### src/rtl/mole_scheduler.sv
// Whack-a-mole scheduler: LFSR-driven hole selection, per-mole lifetime by
// difficulty level, hidden gap between moles, and hit/miss event pulses.
module mole_scheduler #(
    parameter int unsigned       NUM_HOLES   = 5,
    parameter int unsigned       HOLE_W      = $clog2(NUM_HOLES),
    parameter int unsigned       LFSR_W      = 16,
    parameter logic [LFSR_W-1:0] TAPS        = 16'hB400,
    parameter logic [LFSR_W-1:0] SEED        = 16'hACE1,
    parameter int unsigned       BASE_PERIOD = 100000000,
    parameter int unsigned       GAP_CYCLES  = 25000000
) (
    input  logic              i_clk,
    input  logic              i_rst_n,
    input  logic              i_restart_game,
    input  logic              i_game_over,
    input  logic [1:0]        i_level,
    input  logic              i_hit,
    input  logic [HOLE_W-1:0] i_hit_pos,
    output logic [HOLE_W-1:0] o_mole_position,
    output logic              o_mole_valid,
    output logic              o_position_changed,
    output logic              o_hit_ok,
    output logic              o_hit_bad,
    output logic              o_miss
);

    localparam int unsigned MAX_CNT = (BASE_PERIOD > GAP_CYCLES) ? BASE_PERIOD : GAP_CYCLES;
    localparam int unsigned CNT_W   = $clog2(MAX_CNT + 1);

    typedef enum logic [1:0] {
        IDLE,
        GAP,
        SHOW,
        HALT
    } state_t;

    state_t            state_q, state_d;
    logic [CNT_W-1:0]  cnt_q, cnt_d;
    logic [CNT_W-1:0]  period_q, period_d;
    logic [LFSR_W-1:0] lfsr_q, lfsr_d;
    logic [LFSR_W-1:0] lfsr_step;
    logic [HOLE_W-1:0] pos_q, pos_d;
    logic [HOLE_W-1:0] cand;
    logic [HOLE_W-1:0] spawn_pos;
    logic              valid_q, valid_d;
    logic              changed_q, changed_d;
    logic              ok_q, ok_d;
    logic              bad_q, bad_d;
    logic              miss_q, miss_d;

    // Next LFSR value and the non-repeating spawn hole derived from the current one
    always_comb begin
        if (lfsr_q == '0) begin
            lfsr_step = SEED;
        end else if (lfsr_q[0]) begin
            lfsr_step = (lfsr_q >> 1) ^ TAPS;
        end else begin
            lfsr_step = lfsr_q >> 1;
        end
        cand      = HOLE_W'(lfsr_q % LFSR_W'(NUM_HOLES));
        spawn_pos = (cand == pos_q) ? HOLE_W'((32'(cand) + 32'd1) % NUM_HOLES) : cand;
    end

    // Next-state and registered-output logic; pos_q doubles as the previous hole
    always_comb begin
        state_d   = state_q;
        cnt_d     = cnt_q;
        period_d  = period_q;
        lfsr_d    = lfsr_q;
        pos_d     = pos_q;
        valid_d   = valid_q;
        changed_d = 1'b0;
        ok_d      = 1'b0;
        bad_d     = 1'b0;
        miss_d    = 1'b0;

        if (i_restart_game) begin
            state_d = GAP;
            cnt_d   = '0;
            valid_d = 1'b0;
            lfsr_d  = lfsr_step;
        end else if (i_game_over || (state_q == HALT)) begin
            state_d = HALT;
            valid_d = 1'b0;
        end else begin
            lfsr_d = lfsr_step;
            case (state_q)
                IDLE: begin
                end
                GAP: begin
                    if (cnt_q == CNT_W'(GAP_CYCLES - 1)) begin
                        pos_d     = spawn_pos;
                        valid_d   = 1'b1;
                        changed_d = 1'b1;
                        period_d  = CNT_W'(BASE_PERIOD >> i_level);
                        cnt_d     = '0;
                        state_d   = SHOW;
                    end else begin
                        cnt_d = cnt_q + CNT_W'(1);
                    end
                end
                SHOW: begin
                    if (i_hit && (i_hit_pos == pos_q)) begin
                        ok_d    = 1'b1;
                        valid_d = 1'b0;
                        cnt_d   = '0;
                        state_d = GAP;
                    end else begin
                        bad_d = i_hit;
                        if (cnt_q == period_q - CNT_W'(1)) begin
                            miss_d  = 1'b1;
                            valid_d = 1'b0;
                            cnt_d   = '0;
                            state_d = GAP;
                        end else begin
                            cnt_d = cnt_q + CNT_W'(1);
                        end
                    end
                end
                default: state_d = IDLE;
            endcase
        end
    end

    // State and output registers with synchronous active-low reset
    always_ff @(posedge i_clk) begin
        if (!i_rst_n) begin
            state_q   <= IDLE;
            cnt_q     <= '0;
            period_q  <= '0;
            lfsr_q    <= SEED;
            pos_q     <= '0;
            valid_q   <= 1'b0;
            changed_q <= 1'b0;
            ok_q      <= 1'b0;
            bad_q     <= 1'b0;
            miss_q    <= 1'b0;
        end else begin
            state_q   <= state_d;
            cnt_q     <= cnt_d;
            period_q  <= period_d;
            lfsr_q    <= lfsr_d;
            pos_q     <= pos_d;
            valid_q   <= valid_d;
            changed_q <= changed_d;
            ok_q      <= ok_d;
            bad_q     <= bad_d;
            miss_q    <= miss_d;
        end
    end

    assign o_mole_position    = pos_q;
    assign o_mole_valid       = valid_q;
    assign o_position_changed = changed_q;
    assign o_hit_ok           = ok_q;
    assign o_hit_bad          = bad_q;
    assign o_miss             = miss_q;

endmodule

### config.mk
export PLATFORM = sky130hd
export DESIGN_NAME = mole_scheduler
export DESIGN_NICKNAME = d
export VERILOG_FILES = /design/src/rtl/mole_scheduler.sv
export SDC_FILE = /design/constraint.sdc
export NUM_CORES = 1
export LEC_CHECK = 0
export CELL_PAD_IN_SITES_DETAIL_PLACEMENT = 0
export CELL_PAD_IN_SITES_GLOBAL_PLACEMENT = 2
export CORE_MARGIN = 8
export CORE_UTILIZATION = 37
export DETAILED_ROUTE_END_ITERATION = 12
export PLACE_DENSITY_LB_ADDON = 0.05
export SLEW_MARGIN = 25
export SYNTH_ARGS = -nofsm -noshare
export SYNTH_HDL_FRONTEND = slang
export SYNTH_SLANG_ARGS = --single-unit
### constraint.sdc
create_clock -name i_clk -period 10 [get_ports i_clk]
set_input_delay 3 -clock i_clk [delete_from_list [all_inputs] [get_ports i_clk]]
set_output_delay 3 -clock i_clk [all_outputs]
set_load 0.02 [all_outputs]
==> results of run 1 <==
## power by group through the flow
stage / combinational, mW / sequential, mW / clock (mW)
finish: 0.646 / 0.292 / 0.331
detailed placement: 0.634 / 0.298 / 0
floorplan: 0.534 / 0.274 / 0
global placement: 0.640 / 0.297 / 0
CTS: 0.637 / 0.292 / 0.339
global route: 0.724 / 0.295 / 0.352
## cells by family after synthesis
logic type	after synthesis
compound gates	184
xor+xnor	67
fa+ha+maj	15
buf+inv	89
flops	65
mux	7
simple gates	368
## worst max-delay path, delay by kind of cell (launching register included)
kind	cells	cell delay (ns)
DFF	1	0.92
xor gates and xnor gates	1	0.20
buffers and inverters	4	0.44
and+or+nand+nor	14	3.04
adders and majority gates	4	1.11
muxes	2	0.44
AOI/OAI and AO/OA	10	2.76
## area by class of cell
type                    instances  area [um2]  area share, %
repair buffers                 21         200           3.22
inverters                      29         109           1.75
flip-flops and latches         65        1300           20.9
clock buffers                  12         246           3.96
well taps                     188         235           3.78
multi-input cells             641        4060           65.3
clock inverters                 3        65.1           1.05
## through the flow
| stage | utilization (%) | instance area, um2 | hold slack (ns) | std cells | worst slack (ns) |
|---|---|---|---|---|---|
| 2_1_floorplan | - | 5760 | 0.444 | 795 | 2.61 |
| 3_3_place_gp | 38.8 | 5900 | 0.458 | 944 | 1.20 |
| 3_5_place_dp | 38.8 | 5900 | 0.478 | 944 | 1.07 |
| 4_1_cts | 40.9 | 6210 | 0.486 | 959 | 1.07 |
| 5_1_grt | 40.9 | 6220 | 0.509 | 959 | 0.181 |
| 6_report | 40.9 | 6220 | 0.483 | 959 | 0.943 |
## per-layer routing
layer | GRT usage [%] | up-vias | routed length [um]
met5 | 0 | - | 0
met1 | 19.3 | 2655 | 7210
met4 | 5.71 | 0 | 314
li1 | - | 2815 | -
met3 | 1.96 | 27 | 405
met2 | 27.3 | 114 | 7710
## cell usage in the layout, fill, tap and decap left out, types with 9 or more instances in the layout
master	n
nand2b_1	11
o22ai_1	13
o211ai_1	13
a21oi_1	30
nor4_1	13
nand4_1	18
xor2_1	32
ha_1	15
a211oi_1	11
nand3_1	43
nor2_1	91
clkbuf_16	9
xnor2_1	34
nand2_1	82
o21ai_0	29
dfxtp_1	65
and3_1	14
nor3_1	35
a21boi_0	14
clkdlybuf4s50_1	17
inv_1	29
## path summary, 6_finish.rpt
kind                                         startpoint  cells after the start  slack [ns]                         endpoint
worst max-delay path            lfsr_q[12]$_SDFFE_PN0P_                     35        0.94  o_mole_position[1]$_SDFFE_PN0P_
worst min-delay path              cnt_q[1]$_SDFFE_PP0P_                      2        0.48            cnt_q[1]$_SDFFE_PP0P_
worst max register to register  lfsr_q[12]$_SDFFE_PN0P_                     35        0.94  o_mole_position[1]$_SDFFE_PN0P_
worst min register to register    cnt_q[1]$_SDFFE_PP0P_                      2        0.48            cnt_q[1]$_SDFFE_PP0P_
## registers in the layout, indices dropped and copies added, names as in the netlist
register	count
state_q	2
cnt_q	27
o_hit_bad	1
o_mole_valid	1
period_q	12
o_hit_ok	1
o_mole_position	3
lfsr_q	16
o_miss	1
o_position_changed	1
==> load_flow_metrics.sql, run 1 <==
INSERT INTO impl_metrics (metric_group, metric, value, unit) VALUES
('outcome', 'status', 'finished clean', ''),
('timing', 'finalHoldViolations', '0', ''),
('logic_synthesis', 'seq_area_frac_synth', '22.6', '%'),
('final_layout', 'nets', '792', ''),
('worst_setup_path', 'worst_ep_required_time', '10.21', 'ns'),
('final_layout', 'share_of_post_route_cells_with_drive_strength_above_1', '5.19', '%'),
('power', 'power_report.internal_total', '0.727', 'mW'),
('cts', 'cts_tree', 'built', ''),
('worst_setup_path', 'startpoint_type', 'register', ''),
('power', 'vdd_ir_max', '0.103', 'mV'),
('logic_synthesis', 'ys_warn_count', '0', ''),
('cts', 'cts_inserted_buffers', '9', ''),
('grt', 'grt_antenna_before_repair', '0', ''),
('floorplanning', 'core.rowCount', '45', ''),
('timing', 'setup_violations', '0', ''),
('cts', 'buffers_inserted_by_post_cts_timing_repair', '0', ''),
('floorplanning', 'floorplan.io_pins', '18', ''),
('power', 'report.power.total', '1.27', 'mW'),
('logic_synthesis', 'net_count_synth', '820', ''),
('final_layout', 'synthToLayoutAreaGrowth', '7.97', '%'),
('power', 'static-leakage-power', '2.28', 'nW'),
('timing', 'achievable-frequency', '0.110', 'GHz'),
('worst_setup_path', 'setup.worst_path.class', 'reg2reg', ''),
('grt', 'grt_start_max_net_pins', '37', ''),
('worst_setup_path', 'crit_path_max_incr_delay', '0.92', 'ns'),
('logic_synthesis', 'synth.most_common_cell', 'nor2_1', ''),
('logic_synthesis', 'post_synth_fa_ha_maj_area_fraction', '3.26', '%'),
('power', 'p_clk_share', '26.1', '%'),
('timing', 'tightest_slew_margin_relative_to_the_limit', '38.3', '%'),
('route', 'route.final.wire_length', '15600', 'um'),
('floorplanning', 'die_h', '141', 'um'),
('logic_synthesis', 'distinct_cell_type_count_after_synthesis', '87', ''),
('timing', 'rsz_0062_raised_after_global_routing', 'false', ''),
('worst_hold_path', 'hold_path.class', 'reg2reg', ''),
('route', 'vias_per_cell', '5.85', ''),
('logic_synthesis', 'number_of_flip_flops_and_latches_in_the_synthesized_netlist', '65', ''),
('flow_run', 'max-cap-violations', '0', ''),
('timing', 'period_minus_slack', '9.06', 'ns'),
('cts', 'cts_sinks', '65', ''),
('logic_synthesis', 'post_synth_instance_area', '5760', 'um2'),
('grt', 'global_route.overflow_total', '0', ''),
('power', 'power.combinational.fraction', '50.9', '%'),
('logic_synthesis', 'yosys.area.top_type_share', '22.6', '%'),
('grt', 'grt_usage', '15.6', '%'),
('route', 'dr_total_vias', '5611', ''),
('timing', 'worst_slew_pin_slew', '0.924', 'ns'),
('cts', 'worst_setup_hold_path_clk_slew', '0.05', 'ns'),
('cts', 'ctsLongestPathBuffers', '2', ''),
('final_layout', 'antennaDiodeCount', '0', ''),
('logic_synthesis', 'parity_gate_share_of_the_synthesized_area_counting_xor_and_xnor_cells', '10.3', '%'),
('route', 'drc_viols', '0', ''),
('timing', 'setup_tns', '0', 'ns'),
('floorplanning', 'std_cell_core_area', '15200', 'um2'),
('grt', 'global_route_wire_length_before_repair', '26000', 'um'),
('floorplanning', 'start_util', '37.9', '%'),
('power', 'switch_share', '42.8', '%'),
('power', 'netSwitchingPower', '0.543', 'mW'),
('logic_synthesis', 'synthArstFlopShare', '0', '%'),
('worst_setup_path', 'path_max_fanout', '27', ''),
('logic_synthesis', 'netlist_top_cells_count', '91 x nor2_1, 82 x nand2_1, 65 x dfxtp_1, 43 x nand3_1, 35 x nor3_1', ''),
('logic_synthesis', 'netlist_top_cells_area', 'dfxtp_1 23%, nor2_1 5.9%, nand2_1 5.3%', ''),
('logic_synthesis', 'post_synth_and_or_nand_nor_area_fraction', '32.8', '%'),
('grt', 'grt_pass1_vias', '5310', ''),
('cts', 'hold_bufs_inserted_after_cts', '0', ''),
('timing', 'finalClockSkew', '0.00253', 'ns'),
('logic_synthesis', 'synthMuxAreaShare', '1.22', '%'),
('route', 'ant_nets', '0', ''),
('logic_synthesis', 'synth_top_family_by_area', 'simple AND/OR/NAND/NOR gates', ''),
('worst_setup_path', 'critical_path.endpoint_type', 'register', ''),
('cts', 'cts_resized', '0', ''),
('placement', 'io_buffer_count', '17', '');
No activity file was read; power rests on OpenSTA's default activity.
==> inputs of run 2 (changes only) <==
TNS_END_PERCENT = 20   (was not set)
==> results of run 2 <==
No change in the layout: final DEF, timing and power equal those of run 1.
==> inputs of run 3 (changes only) <==
SKIP_LAST_GASP = 1   (was not set)
==> results of run 3 <==
No change in the layout: final DEF, timing and power equal those of run 1.
